### src/rtl/box_downscale_stream_if.sv
// Pixel stream bundle for box_downscale_stream: input stream with start-of-frame,
// output stream with end-of-line/end-of-frame markers.
interface box_downscale_stream_if #(
  parameter int DW = 8
);
  logic          in_valid;
  logic          in_ready;
  logic [DW-1:0] in_data;
  logic          in_sof;
  logic          out_valid;
  logic          out_ready;
  logic [DW-1:0] out_data;
  logic          out_eol;
  logic          out_eof;

  modport slave (
    input  in_valid, in_data, in_sof, out_ready,
    output in_ready, out_valid, out_data, out_eol, out_eof
  );

  modport master (
    output in_valid, in_data, in_sof, out_ready,
    input  in_ready, out_valid, out_data, out_eol, out_eof
  );
endinterface

### src/rtl/box_downscale_stream.sv
// Streaming 2^S x 2^S downscaler: box average (MODE=0) or top-left decimation (MODE=1)
// using a horizontal accumulator and a one-entry-per-output-column line buffer.
module box_downscale_stream #(
  parameter int DW    = 8,
  parameter int IMG_W = 256,
  parameter int IMG_H = 256,
  parameter int S     = 2,
  parameter int MODE  = 0
) (
  input logic                   clk,
  input logic                   rst_n,
  box_downscale_stream_if.slave bus
);
  localparam int F    = 1 << S;
  localparam int COLS = IMG_W / F;
  localparam int ROWS = IMG_H / F;
  localparam int XW   = $clog2(IMG_W);
  localparam int YW   = $clog2(IMG_H);
  localparam int CW   = (XW > S) ? XW - S : 1;
  localparam int RW   = (YW > S) ? YW - S : 1;
  localparam int HW   = DW + S;
  localparam int LW   = DW + 2 * S;

  logic [XW-1:0] x;
  logic [YW-1:0] y;
  logic [HW-1:0] hacc;
  logic [LW-1:0] lb [COLS];

  logic          valid_q;
  logic [DW-1:0] data_q;
  logic          eol_q;
  logic          eof_q;

  logic          accept;
  logic [XW-1:0] ex;
  logic [YW-1:0] ey;
  logic [S-1:0]  xb;
  logic [S-1:0]  yb;
  logic [CW-1:0] col;
  logic [RW-1:0] row;
  logic          last_x;
  logic          last_y;
  logic          produce;
  logic [HW-1:0] hsum;
  logic [LW-1:0] lb_sum;
  logic [DW-1:0] result;

  assign bus.in_ready  = !valid_q || bus.out_ready;
  assign bus.out_valid = valid_q;
  assign bus.out_data  = data_q;
  assign bus.out_eol   = eol_q;
  assign bus.out_eof   = eof_q;

  assign accept = bus.in_valid && bus.in_ready;

  // A start-of-frame pixel overrides the counters, which also drops any partial block.
  always_comb begin
    ex      = bus.in_sof ? '0 : x;
    ey      = bus.in_sof ? '0 : y;
    xb      = ex[S-1:0];
    yb      = ey[S-1:0];
    col     = CW'(ex >> S);
    row     = RW'(ey >> S);
    last_x  = (ex == XW'(IMG_W - 1));
    last_y  = (ey == YW'(IMG_H - 1));
    hsum    = (xb == '0) ? HW'(bus.in_data) : hacc + HW'(bus.in_data);
    lb_sum  = (yb == '0) ? LW'(hsum) : lb[col] + LW'(hsum);
    if (MODE == 0) begin
      produce = (xb == '1) && (yb == '1);
      result  = DW'(lb_sum >> (2 * S));
    end else begin
      produce = (xb == '0) && (yb == '0);
      result  = bus.in_data;
    end
  end

  always_ff @(posedge clk or negedge rst_n) begin
    if (!rst_n) begin
      x       <= '0;
      y       <= '0;
      hacc    <= '0;
      valid_q <= 1'b0;
      data_q  <= '0;
      eol_q   <= 1'b0;
      eof_q   <= 1'b0;
    end else begin
      if (accept) begin
        hacc <= hsum;
        x    <= last_x ? '0 : ex + 1'b1;
        if (last_x) begin
          y <= last_y ? '0 : ey + 1'b1;
        end else begin
          y <= ey;
        end
      end
      // Loading a new result takes priority so a transfer and a new result share one edge.
      if (accept && produce) begin
        valid_q <= 1'b1;
        data_q  <= result;
        eol_q   <= (col == CW'(COLS - 1));
        eof_q   <= (col == CW'(COLS - 1)) && (row == RW'(ROWS - 1));
      end else if (bus.out_ready) begin
        valid_q <= 1'b0;
      end
    end
  end

  // Line buffer needs no reset: the first line of every block row overwrites its entry.
  always_ff @(posedge clk) begin
    if (accept && (xb == '1)) begin
      lb[col] <= lb_sum;
    end
  end
endmodule

### src/flat_wrapper.sv
// flat-port wrapper written by rule: the top's interface ports become plain ports
module box_downscale_stream_flat 
#(
  parameter int DW    = 8,
  parameter int IMG_W = 256,
  parameter int IMG_H = 256,
  parameter int S     = 2,
  parameter int MODE  = 0
)
  (clk, rst_n, bus_in_valid, bus_in_data, bus_in_sof, bus_out_ready, bus_in_ready, bus_out_valid, bus_out_data, bus_out_eol, bus_out_eof);
  box_downscale_stream_if #(.DW(DW)) bus_i ();
  input logic clk;
  input logic rst_n;
  input wire logic [$bits(bus_i.in_valid)-1:0] bus_in_valid;
  input wire logic [$bits(bus_i.in_data)-1:0] bus_in_data;
  input wire logic [$bits(bus_i.in_sof)-1:0] bus_in_sof;
  input wire logic [$bits(bus_i.out_ready)-1:0] bus_out_ready;
  output wire logic [$bits(bus_i.in_ready)-1:0] bus_in_ready;
  output wire logic [$bits(bus_i.out_valid)-1:0] bus_out_valid;
  output wire logic [$bits(bus_i.out_data)-1:0] bus_out_data;
  output wire logic [$bits(bus_i.out_eol)-1:0] bus_out_eol;
  output wire logic [$bits(bus_i.out_eof)-1:0] bus_out_eof;
  assign bus_i.in_valid = bus_in_valid;
  assign bus_i.in_data = bus_in_data;
  assign bus_i.in_sof = bus_in_sof;
  assign bus_i.out_ready = bus_out_ready;
  assign bus_in_ready = bus_i.in_ready;
  assign bus_out_valid = bus_i.out_valid;
  assign bus_out_data = bus_i.out_data;
  assign bus_out_eol = bus_i.out_eol;
  assign bus_out_eof = bus_i.out_eof;
  box_downscale_stream #(.DW(DW), .IMG_W(IMG_W), .IMG_H(IMG_H), .S(S), .MODE(MODE)) u_core (.clk(clk), .rst_n(rst_n), .bus(bus_i));
endmodule
### config.mk
export PLATFORM = sky130hd
export DESIGN_NAME = box_downscale_stream_flat
export DESIGN_NICKNAME = d
export VERILOG_FILES = /design/src/rtl/box_downscale_stream_if.sv /design/src/rtl/box_downscale_stream.sv /design/src/flat_wrapper.sv
export SDC_FILE = /design/constraint.sdc
export NUM_CORES = 1
export LEC_CHECK = 0
export ABC_AREA = 1
export BUFFER_PORTS_ARGS = -buffer_cell sky130_fd_sc_hd__buf_2
export CAP_MARGIN = 0
export CELL_PAD_IN_SITES_DETAIL_PLACEMENT = 1
export CELL_PAD_IN_SITES_GLOBAL_PLACEMENT = 1
export CORE_MARGIN = 3
export CORE_UTILIZATION = 43
export DETAILED_ROUTE_END_ITERATION = 10
export HOLD_SLACK_MARGIN = 0.12
export PLACE_DENSITY = 0.72
export SYNTH_ARGS = -nofsm -noshare
export SYNTH_HDL_FRONTEND = slang
export SYNTH_SLANG_ARGS = --single-unit
export TNS_END_PERCENT = 100
### constraint.sdc
create_clock -name clk -period 14.1 [get_ports clk]
set_input_delay 0.705 -clock clk [delete_from_list [all_inputs] [get_ports clk]]
set_output_delay 0.705 -clock clk [all_outputs]
set_load 0.02 [all_outputs]
==> results of run 1 <==
-- sequential cells by signal, indices dropped and copies added (netlist names) --
register	count
u_core.bus.out_data	8
u_core.bus.out_eof	1
u_core.y	8
u_core.hacc	10
u_core.lb	768
u_core.bus.out_eol	1
u_core.x	8
u_core.bus.out_valid	1
-- cells by family (layout without fill, tap and decap cells) --
family / count (synthesis) / count (layout)
DFF: 805 / 805
adders and majority gates: 24 / 24
and+or+nand+nor: 831 / 831
AOI/OAI and AO/OA: 478 / 478
xor gates and xnor gates: 11 / 11
buffers and inverters: 201 / 369
-- cells in the mapped netlist, types with 6 or more instances --
cell type	number	area share
sky130_fd_sc_hd__buf_4	17	0.0040
sky130_fd_sc_hd__a21oi_1	56	0.0088
sky130_fd_sc_hd__inv_1	78	0.0092
sky130_fd_sc_hd__ha_1	22	0.0086
sky130_fd_sc_hd__clkbuf_1	22	0.0026
sky130_fd_sc_hd__nor2_2	6	0.0012
sky130_fd_sc_hd__buf_6	11	0.0039
sky130_fd_sc_hd__buf_1	10	0.0012
sky130_fd_sc_hd__o211ai_1	11	0.0026
sky130_fd_sc_hd__nor4_1	8	0.0016
sky130_fd_sc_hd__o221ai_1	10	0.0028
sky130_fd_sc_hd__or2_2	8	0.0016
sky130_fd_sc_hd__nand3_1	123	0.019
sky130_fd_sc_hd__o21ai_1	11	0.0017
sky130_fd_sc_hd__nand2_2	7	0.0014
sky130_fd_sc_hd__o21ai_0	150	0.024
sky130_fd_sc_hd__o31ai_1	6	0.0014
sky130_fd_sc_hd__a2111oi_0	7	0.0019
sky130_fd_sc_hd__buf_2	52	0.0082
sky130_fd_sc_hd__nand4_1	9	0.0018
sky130_fd_sc_hd__o2111ai_1	14	0.0039
sky130_fd_sc_hd__edfxtp_1	768	0.72
sky130_fd_sc_hd__xor2_1	10	0.0028
sky130_fd_sc_hd__nand2_1	386	0.046
sky130_fd_sc_hd__o22ai_1	163	0.032
sky130_fd_sc_hd__nor3_1	18	0.0028
sky130_fd_sc_hd__nor2_1	249	0.029
sky130_fd_sc_hd__dfrtp_1	37	0.029
sky130_fd_sc_hd__o41ai_1	37	0.010
-- worst max-delay path, delay by kind of cell --
kind / cells / cell delay (ns)
AND/OR/NAND/NOR: 15 / 4.24
buffers and inverters: 6 / 1.53
AO/OA/AOI/OAI: 5 / 0.83
adder cells (fa/ha/maj): 1 / 0.29
-- cell type report --
type | instances | area, µm² | area share
clock inverter | 45 | 310 | 0.00859
inverter | 88 | 338 | 0.00935
clock buffer | 109 | 2300 | 0.0637
tap | 959 | 1200 | 0.0332
multi-input combinational | 1344 | 7050 | 0.195
timing repair buffer | 127 | 923 | 0.0256
sequential | 805 | 24000 | 0.664
-- power by group through the flow --
| stage | logic [mW] | registers [mW] | clock network [mW] |
|---|---|---|---|
| 3_3_place_gp | 0.455 | 2.78 | 0 |
| 2_1_floorplan | 0.261 | 2.80 | 0 |
| 5_1_grt | 0.525 | 2.73 | 2.25 |
| 4_1_cts | 0.482 | 2.73 | 2.15 |
| 3_5_place_dp | 0.479 | 2.78 | 0 |
| 6_report | 0.490 | 2.74 | 2.13 |
-- routing by layer --
| metal | part of all wire | wire length, µm | GRT usage |
|---|---|---|---|
| met1 | 0.39 | 41000 | 0.363 |
| met2 | 0.46 | 48900 | 0.429 |
| met3 | 0.097 | 10200 | 0.0546 |
| met4 | 0.052 | 5510 | 0.127 |
| met5 | 0 | 0 | 0 |
-- metrics by stage --
step,area (µm²),setup WS (ns)
final,36100,6.60
after floorplan,31800,7.41
after global placement,33400,5.99
after CTS,36100,6.76
after global routing,36100,6.22
after detailed placement,33500,6.17
-- path summary, 6_finish.rpt --
check                      depth (start not counted)  slack (ns)          start                endpoint
max                                               27        6.60     bus_in_sof       u_core.lb[36][11]
min                                                1        0.20          rst_n             u_core.x[4]
max reg2reg                                       25        6.66    u_core.x[3]       u_core.lb[36][11]
min reg2reg                                        2        0.49    u_core.y[2]             u_core.y[2]
max in group asynchronous                          1       13.33          rst_n  u_core.bus.out_data[2]
min in group clk                                   4        0.36  bus_out_ready    u_core.bus.out_valid
==> metrics.md, run 1 <==
| Metric | Value |
|---|---|
| Layout Cells excl Fill | `3477` |
| Total of cells resized after clock tree synthesis | `0` |
| Share of synthesized area occupied by flip-flops and latches | `0.754` |
| Wire length per cell | `30.4 µm` |
| TritonCTS clock tree | `done` |
| WP data arrival | `7.74 ns` |
| Relative slew margins | `0.0103` |
| HPWL Detailed | `64400 µm` |
| Switching power of the nets | `1.32 mW` |
| Routability Congestion | `0.933` |
| Initial antenna violation count | `3` |
| Period utilization | `0.532` |
| Number of hold buffers added after CTS | `0` |
| Sinks on the clock net | `805` |
| Maximum buffer depth of the clock tree | `3` |
| Cell-internal power | `4.04 mW` |
| Main combinational cell family by area after synthesis | `simple AND/OR/NAND/NOR gates` |
| Max-capacitance violation count | `1` |
| Final max-slew violation count | `0` |
| Count of fill cells added during filler insertion | `7319` |
| CP startpoint kind | `primary input` |
| 1st-iter DRT viols | `2727` |
| Leading cell types in the layout, fill and taps excluded | `sky130_fd_sc_hd__edfxtp_1, sky130_fd_sc_hd__nand2_1, sky130_fd_sc_hd__nor2_1, sky130_fd_sc_hd__o22ai_1, sky130_fd_sc_hd__o21ai_0` |
| Setup repair after global routing missed its margin | `no` |
| Worst hold slack across all endpoints | `0.203 ns` |
| Clk pin slew, worst setup/hold paths | `0.06 ns` |
| Capturing element type of the critical path | `register` |
| Area Growth Syn to Fin | `13.5%` |
| Number of buffers added by the clock tree synthesis step | `86` |
| Run status | `finished, violations left` |
| Fraction of power spent switching nets | `0.246` |
| Via density per instance | `6.19` |
| Critical Setup Path Class | `primary input to register` |
| Slew at the pin closest to its max-slew limit | `1.47 ns` |
| Total iterations of the first detailed-routing run | `5` |
| First-pass GRT wire length | `153000 µm` |
| Vias | `21.5k` |
| Most frequent cell on the critical path | `sky130_fd_sc_hd__nand2_1` |
| Share of async-settable or async-resettable flops after synthesis | `0.0460` |
| Placeable core region | `73100 µm²` |
| CP max FO | `64` |
| Count of flip-flops with a built-in enable after synthesis | `768` |
| GR Overflow Total | `0` |
| Number of hold violations in the final report | `0` |
| Inst Count DP | `3323` |
| Fraction of the mapped netlist area in adder cells | `0.00991` |
| Synthesis-stage register bit count | `805` |
| Post-CTS Repair Setup Buffers | `0` |
| Antenna diode count | `0` |
| Cell Rows | `99` |
| Mean instance size in the synthesized netlist | `13.5 µm²` |
| Number of antenna-violating nets in the routed design | `0` |
| Highest attainable clock frequency | `133 MHz` |
| Combinational share of power | `0.091` |
| Yosys synthesis warning count | `0` |
| Effective utilization at floorplan | `0.436` |
| Number of distinct standard cells referenced by the synthesized netlist | `53` |
| Mux contribution to synthesized area | `0` |
| Y dimension of the die | `278 µm` |
| Simple-gate share of the synthesized area | `0.111` |
| Largest net degree at the start of global routing | `108` |
| Primary FF master, synth | `sky130_fd_sc_hd__edfxtp_1` |
| Delay contributed by the slowest stage of the critical path | `1.05 ns` |
| Total nets after synthesis | `2387` |
| Clock root buffer | `sky130_fd_sc_hd__clkbuf_16` |
| Number of input and output port buffers inserted | `24` |
| Number of endpoints failing setup at the final stage | `0` |
| Layout cells sized above 1 | `0.123` |
| Global-route total usage across every layer | `0.271` |
| Worst-case clock skew | `0.0323 ns` |
| Final wirelength | `106000 µm` |
| Number of global-route vias before repair | `21.9k` |
| Count of nets after finishing | `2489` |
| VDD IR max | `101 µV` |
| Final core utilization | `0.494` |
| Post-layout min period | `7.50 ns` |
| Class of the tightest hold or removal check | `primary input to async pin` |
| Boundary Pins | `25` |
| Power per cell area | `148 nW/µm²` |
| Synth Area in Compound Gates | `0.0923` |
| Clock power frac | `0.398` |
| Share of the synthesized netlist area taken by xor and xnor gates | `0.00303` |
| Area of the mapped netlist | `31800 µm²` |
| Sequential power share | `0.511` |
| Total power consumption of the routed design | `5.36 mW` |
| Critical path required time | `14.34 ns` |
| Violated checks | `max-capacitance violations` |
| DRC violations left | `0` |
| Critical-path top delay cell | `sky130_fd_sc_hd__and3_2` |
| Final TNS setup | `0 ns` |
| Clock Latency Late Sink | `0.64 ns` |
| Maximum level of the CTS H-tree | `3` |
| Leak pwr | `12.5 nW` |
| Die width | `278 µm` |
| Die ar. | `77300 µm²` |
| Most common cell after layout, fill and taps aside | `sky130_fd_sc_hd__edfxtp_1` |
| Number of instances in the synthesized netlist | `2350` |
No activity file was read; power rests on OpenSTA's default activity.
==> run 2, diff against run 1 <==
ABC_AREA = 0   (was 1)
clock period = 7 ns   (was 14.1 ns; I/O delays follow)
==> run 2 against run 1 <==
Effect of this change: the flow now finishes without violations; synthesized area rose by 0.69%; final cell count fell by 6.1%; worst hold slack got worse by 0.0096 ns; first-iteration DRC count fell by 17%; power rose by 100%; wire length fell by 4.5%; critical path type is now register to register; largest cell class unchanged.
==> metrics.md, run 2 <==
| Metric | Value |
|---|---|
| Run status | `finished clean` |
| Primary FF master, synth | `sky130_fd_sc_hd__edfxtp_1` |
| Largest register by flop count | `u_core.lb` |
| Highest attainable clock frequency | `156 MHz` |
| Clock power frac | `0.403 (+0.005)` |
| R2R Path End | `u_core.lb[5][8]` |
| Number of buffers added by the clock tree synthesis step | `84 (-2.3%)` |
| Sequential power share | `0.512 (about the same)` |
| Y dimension of the die | `279 µm (+0.34%)` |
| Setup repair after global routing missed its margin | `no` |
| HPWL Detailed | `63000 µm (-2.1%)` |
| Global-route total usage across every layer | `0.258 (-0.0126)` |
| Share of async-settable or async-resettable flops after synthesis | `0.0460 (unchanged)` |
| 1st-iter DRT viols | `2277 (-17%)` |
| Leading area contributor after synthesis | `sky130_fd_sc_hd__edfxtp_1` |
| Final TNS setup | `0 ns (unchanged)` |
| WP data arrival | `6.85 ns (-0.89 ns)` |
| Layout cells sized above 1 | `0.155 (+0.0322)` |
| Final max-slew violation count | `0 (unchanged)` |
| Synthesis-stage register bit count | `805 (unchanged)` |
| DRC violations left | `0 (unchanged)` |
| Biggest registers after layout | `u_core.lb (768), u_core.hacc (10)` |
| Number of endpoints failing setup at the final stage | `0 (unchanged)` |
| Hold Path End | `u_core.hacc[6]` |
| Die width | `279 µm (+0.34%)` |
| Critical Setup Path Class | `register to register` |
| Layout Cells excl Fill | `3266 (-6.1%)` |
| Largest net degree at the start of global routing | `78 (-28%)` |
| Sinks on the clock net | `805 (unchanged)` |
| Area of the mapped netlist | `32000 µm² (+0.69%)` |
| Cell-internal power | `8.24 mW (+100%)` |
| Flip-flop count of the largest register after layout | `768 (unchanged)` |
| Count of nets after finishing | `2277 (-8.5%)` |
| Number of cells on the worst reg-to-reg path | `22 (-12%)` |
| Maximum buffer depth of the clock tree | `3 (unchanged)` |
| Effective utilization at floorplan | `0.436 (+0.000778)` |
| Worst Hold Path Cells | `5` |
| Area Growth Syn to Fin | `14.2%` |
| Routability Congestion | `0.931 (-0.13%)` |
| Leading cell types in the layout, fill and taps excluded | `sky130_fd_sc_hd__edfxtp_1, sky130_fd_sc_hd__nand2_1, sky130_fd_sc_hd__o22ai_1, sky130_fd_sc_hd__nor2_1, sky130_fd_sc_hd__o21ai_0` |
| Top cell type's share of synthesized area | `0.720 (-0.00495)` |
| Fraction of power spent switching nets | `0.237 (-0.00897)` |
| Relative slew margins | `0.126 (+0.115)` |
| Initial antenna violation count | `2 (-1)` |
| Post-layout min period | `6.41 ns` |
| Period utilization | `0.915` |
| Mean instance size in the synthesized netlist | `14.9 µm² (+10%)` |
| CP max FO | `38 (-41%)` |
| Number of instances in the synthesized netlist | `2151 (-8.5%)` |
| Startpoint of the most critical hold path | `bus_in_data[6]` |
| Wire length per cell | `30.9 µm (+1.7%)` |
| Yosys synthesis warning count | `0 (unchanged)` |
| Clock Latency Late Sink | `0.65 ns (about the same)` |
| Synth top area cells | `sky130_fd_sc_hd__edfxtp_1, sky130_fd_sc_hd__o22ai_1, sky130_fd_sc_hd__dfrtp_1, sky130_fd_sc_hd__nand2_1, sky130_fd_sc_hd__nor2_1` |
| Count of flip-flops with a built-in enable after synthesis | `768 (unchanged)` |
| VDD IR max | `200 µV (+99%)` |
| Commonest cells post-synth | `sky130_fd_sc_hd__edfxtp_1, sky130_fd_sc_hd__nand2_1, sky130_fd_sc_hd__o22ai_1` |
| Power per cell area | `295 nW/µm² (+99%)` |
| Boundary Pins | `25 (unchanged)` |
| Most frequent cell after synthesis | `sky130_fd_sc_hd__edfxtp_1` |
| Share of synthesized area occupied by flip-flops and latches | `0.748 (-0.00515)` |
| Critical path required time | `7.45 ns (-6.89 ns)` |
| Combinational share of power | `0.085 (-0.006)` |
| Number of global-route vias before repair | `21.2k (-3.0%)` |
| GR Overflow Total | `0 (unchanged)` |
| CP startpoint kind | `register` |
| Summed area of non-filler cells in the final layout | `36600 µm² (+1.3%)` |
| Capturing element type of the critical path | `register` |
| Worst-case clock skew | `0.0312 ns (-0.00117 ns)` |
| Cell Rows | `99 (unchanged)` |
| Number of distinct standard cells referenced by the synthesized netlist | `75 (+42%)` |
| Placeable core region | `73500 µm² (+0.51%)` |
| Number of input and output port buffers inserted | `24 (unchanged)` |
| Switching power of the nets | `2.56 mW (+94%)` |
| Max-capacitance violation count | `0 (-1)` |
| Maximum level of the CTS H-tree | `3 (unchanged)` |
| Register-to-register path setup slack | `0.59 ns (-6.07 ns)` |
| Via density per instance | `6.27 (+1.3%)` |
| Class of the tightest hold or removal check | `primary input to register` |
| Instance area at placement | `33900 µm² (+1.3%)` |
| Origin of the critical flop-to-flop path | `u_core.x[2]` |
| First-pass GRT wire length | `147000 µm (-3.3%)` |
| Total iterations of the first detailed-routing run | `6 (+1)` |
| Number of antenna-violating nets in the routed design | `0 (unchanged)` |
| Vias | `20.5k (-4.8%)` |
| Most common cell after layout, fill and taps aside | `sky130_fd_sc_hd__edfxtp_1` |
| Die ar. | `77800 µm² (+0.67%)` |
| Clock root buffer | `sky130_fd_sc_hd__clkbuf_16` |
| Total nets after synthesis | `2188 (-8.3%)` |
| Number of hold violations in the final report | `0 (unchanged)` |
| TritonCTS clock tree | `done` |
| Clk pin slew, worst setup/hold paths | `0.07 ns (about the same)` |
| Leak pwr | `11.9 nW (-4.8%)` |
| Slew at the pin closest to its max-slew limit | `1.31 ns (-0.158 ns)` |
| Inst Count DP | `3110 (-6.4%)` |
| Total of cells resized after clock tree synthesis | `0 (unchanged)` |
| Final wirelength | `101000 µm (-4.5%)` |
[run 2: changes by cell type after synthesis, moves of 22 or more]
cell / before / now
sky130_fd_sc_hd__nor2_1: 249 / 143
sky130_fd_sc_hd__a21oi_1: 56 / 34
sky130_fd_sc_hd__inv_1: 78 / 25
sky130_fd_sc_hd__mux2_2: 0 / 46
sky130_fd_sc_hd__mux2i_1: 0 / 48
sky130_fd_sc_hd__o221ai_1: 10 / 33
sky130_fd_sc_hd__nor3_1: 18 / 75
sky130_fd_sc_hd__o21ai_0: 150 / 105
sky130_fd_sc_hd__nand3_1: 123 / 55
sky130_fd_sc_hd__a31oi_1: 4 / 28
sky130_fd_sc_hd__o41ai_1: 37 / 3
sky130_fd_sc_hd__clkbuf_1: 22 / 51
sky130_fd_sc_hd__nand2_1: 386 / 216
[run 2: layout make-up]
type | count | area [µm²]
Fill cell | 7122 | 36900
Tap cell | 959 | 1200
Timing Repair Buffer | 137 | 1150
Clock buffer | 105 | 2230
Inverter | 26 | 100
Multi-Input combinational cell | 1186 | 7500
Clock inverter | 46 | 402
Antenna cell | 2 | 5.00
Sequential cell | 805 | 24000
[run 2: worst max-delay path by stage]
stage / startpoint / end / cells after the start
global placement: bus_in_sof / u_core.lb[14][11] / 19
detailed placement: bus_in_sof / u_core.lb[10][11] / 19
global route: u_core.x[2] / u_core.lb[5][8] / 22
floorplan: u_core.x[2] / u_core.lb[0][6] / 22
CTS: u_core.x[2] / u_core.lb[0][8] / 22
finish: u_core.x[2] / u_core.lb[5][8] / 22
[run 2: logic make-up after synthesis]
logic type,count (synthesis),synth area share
buffers and inverters,160,0.0236
DFF,805,0.748
AOI/OAI and AO/OA,471,0.0961
xor gates and xnor gates,14,0.00383
adders and majority gates,24,0.00984
muxes,104,0.0369
and+or+nand+nor,573,0.0813
[run 2: per-layer routing]
metal / vias up / GRT usage / routed length (µm)
li1: 8580 / - / -
met1: 10500 / 0.341 / 39300
met2: 1112 / 0.416 / 47600
met3: 256 / 0.0489 / 8840
met4: 2 / 0.123 / 5060
met5: - / 0 / 12
[run 2: timing repair]
item,CTS,global route
hold endpoints to repair,38,0
hold buffers,2,0
endpoints found under the setup margin,0,0
buffers inserted,0,0
[run 2: critical path, cell delays in order, from the launching register on]
cell and delay (ns):
sky130_fd_sc_hd__dfrtp_4 0.54, sky130_fd_sc_hd__buf_4 0.38, sky130_fd_sc_hd__nor3_1 0.21, sky130_fd_sc_hd__nor2_4 0.13, sky130_fd_sc_hd__buf_4 0.47, sky130_fd_sc_hd__o221ai_1 0.23, sky130_fd_sc_hd__a31o_2 0.26, sky130_fd_sc_hd__nor3_1 0.37
sky130_fd_sc_hd__a21oi_1 0.07, sky130_fd_sc_hd__mux4_2 0.46, sky130_fd_sc_hd__inv_1 0.09, sky130_fd_sc_hd__ha_1 0.18, sky130_fd_sc_hd__inv_1 0.07, sky130_fd_sc_hd__fa_1 0.46, sky130_fd_sc_hd__inv_1 0.07, sky130_fd_sc_hd__a21oi_1 0.06
sky130_fd_sc_hd__o21bai_1 0.25, sky130_fd_sc_hd__a21o_1 0.18, sky130_fd_sc_hd__a21o_1 0.16, sky130_fd_sc_hd__a31oi_1 0.13, sky130_fd_sc_hd__xnor2_1 0.23, sky130_fd_sc_hd__mux2_2 0.85, sky130_fd_sc_hd__buf_12 0.28
[run 2: through the flow]
stage / setup WS, ns / utilization / hold WS [ns] / power [mW]
5_1_grt: 0.389 / 0.498 / 0.246 / 11.1
4_1_cts: 0.813 / 0.498 / 0.173 / 10.9
2_1_floorplan: 0.163 / - / 0.0544 / 6.13
6_report: 0.595 / 0.498 / 0.193 / 10.8
3_5_place_dp: 0.679 / 0.462 / 0.472 / 6.55
3_3_place_gp: 0.819 / 0.462 / 0.466 / 6.50
[run 2: power groups by stage]
stage               registers (mW)  clock network (mW)  logic (mW)
floorplan                     5.66                   0       0.476
CTS                           5.53                4.40       0.920
global route                  5.53                4.60       0.990
global placement              5.63                   0       0.869
detailed placement            5.63                   0       0.918
finish                        5.53                4.35       0.923
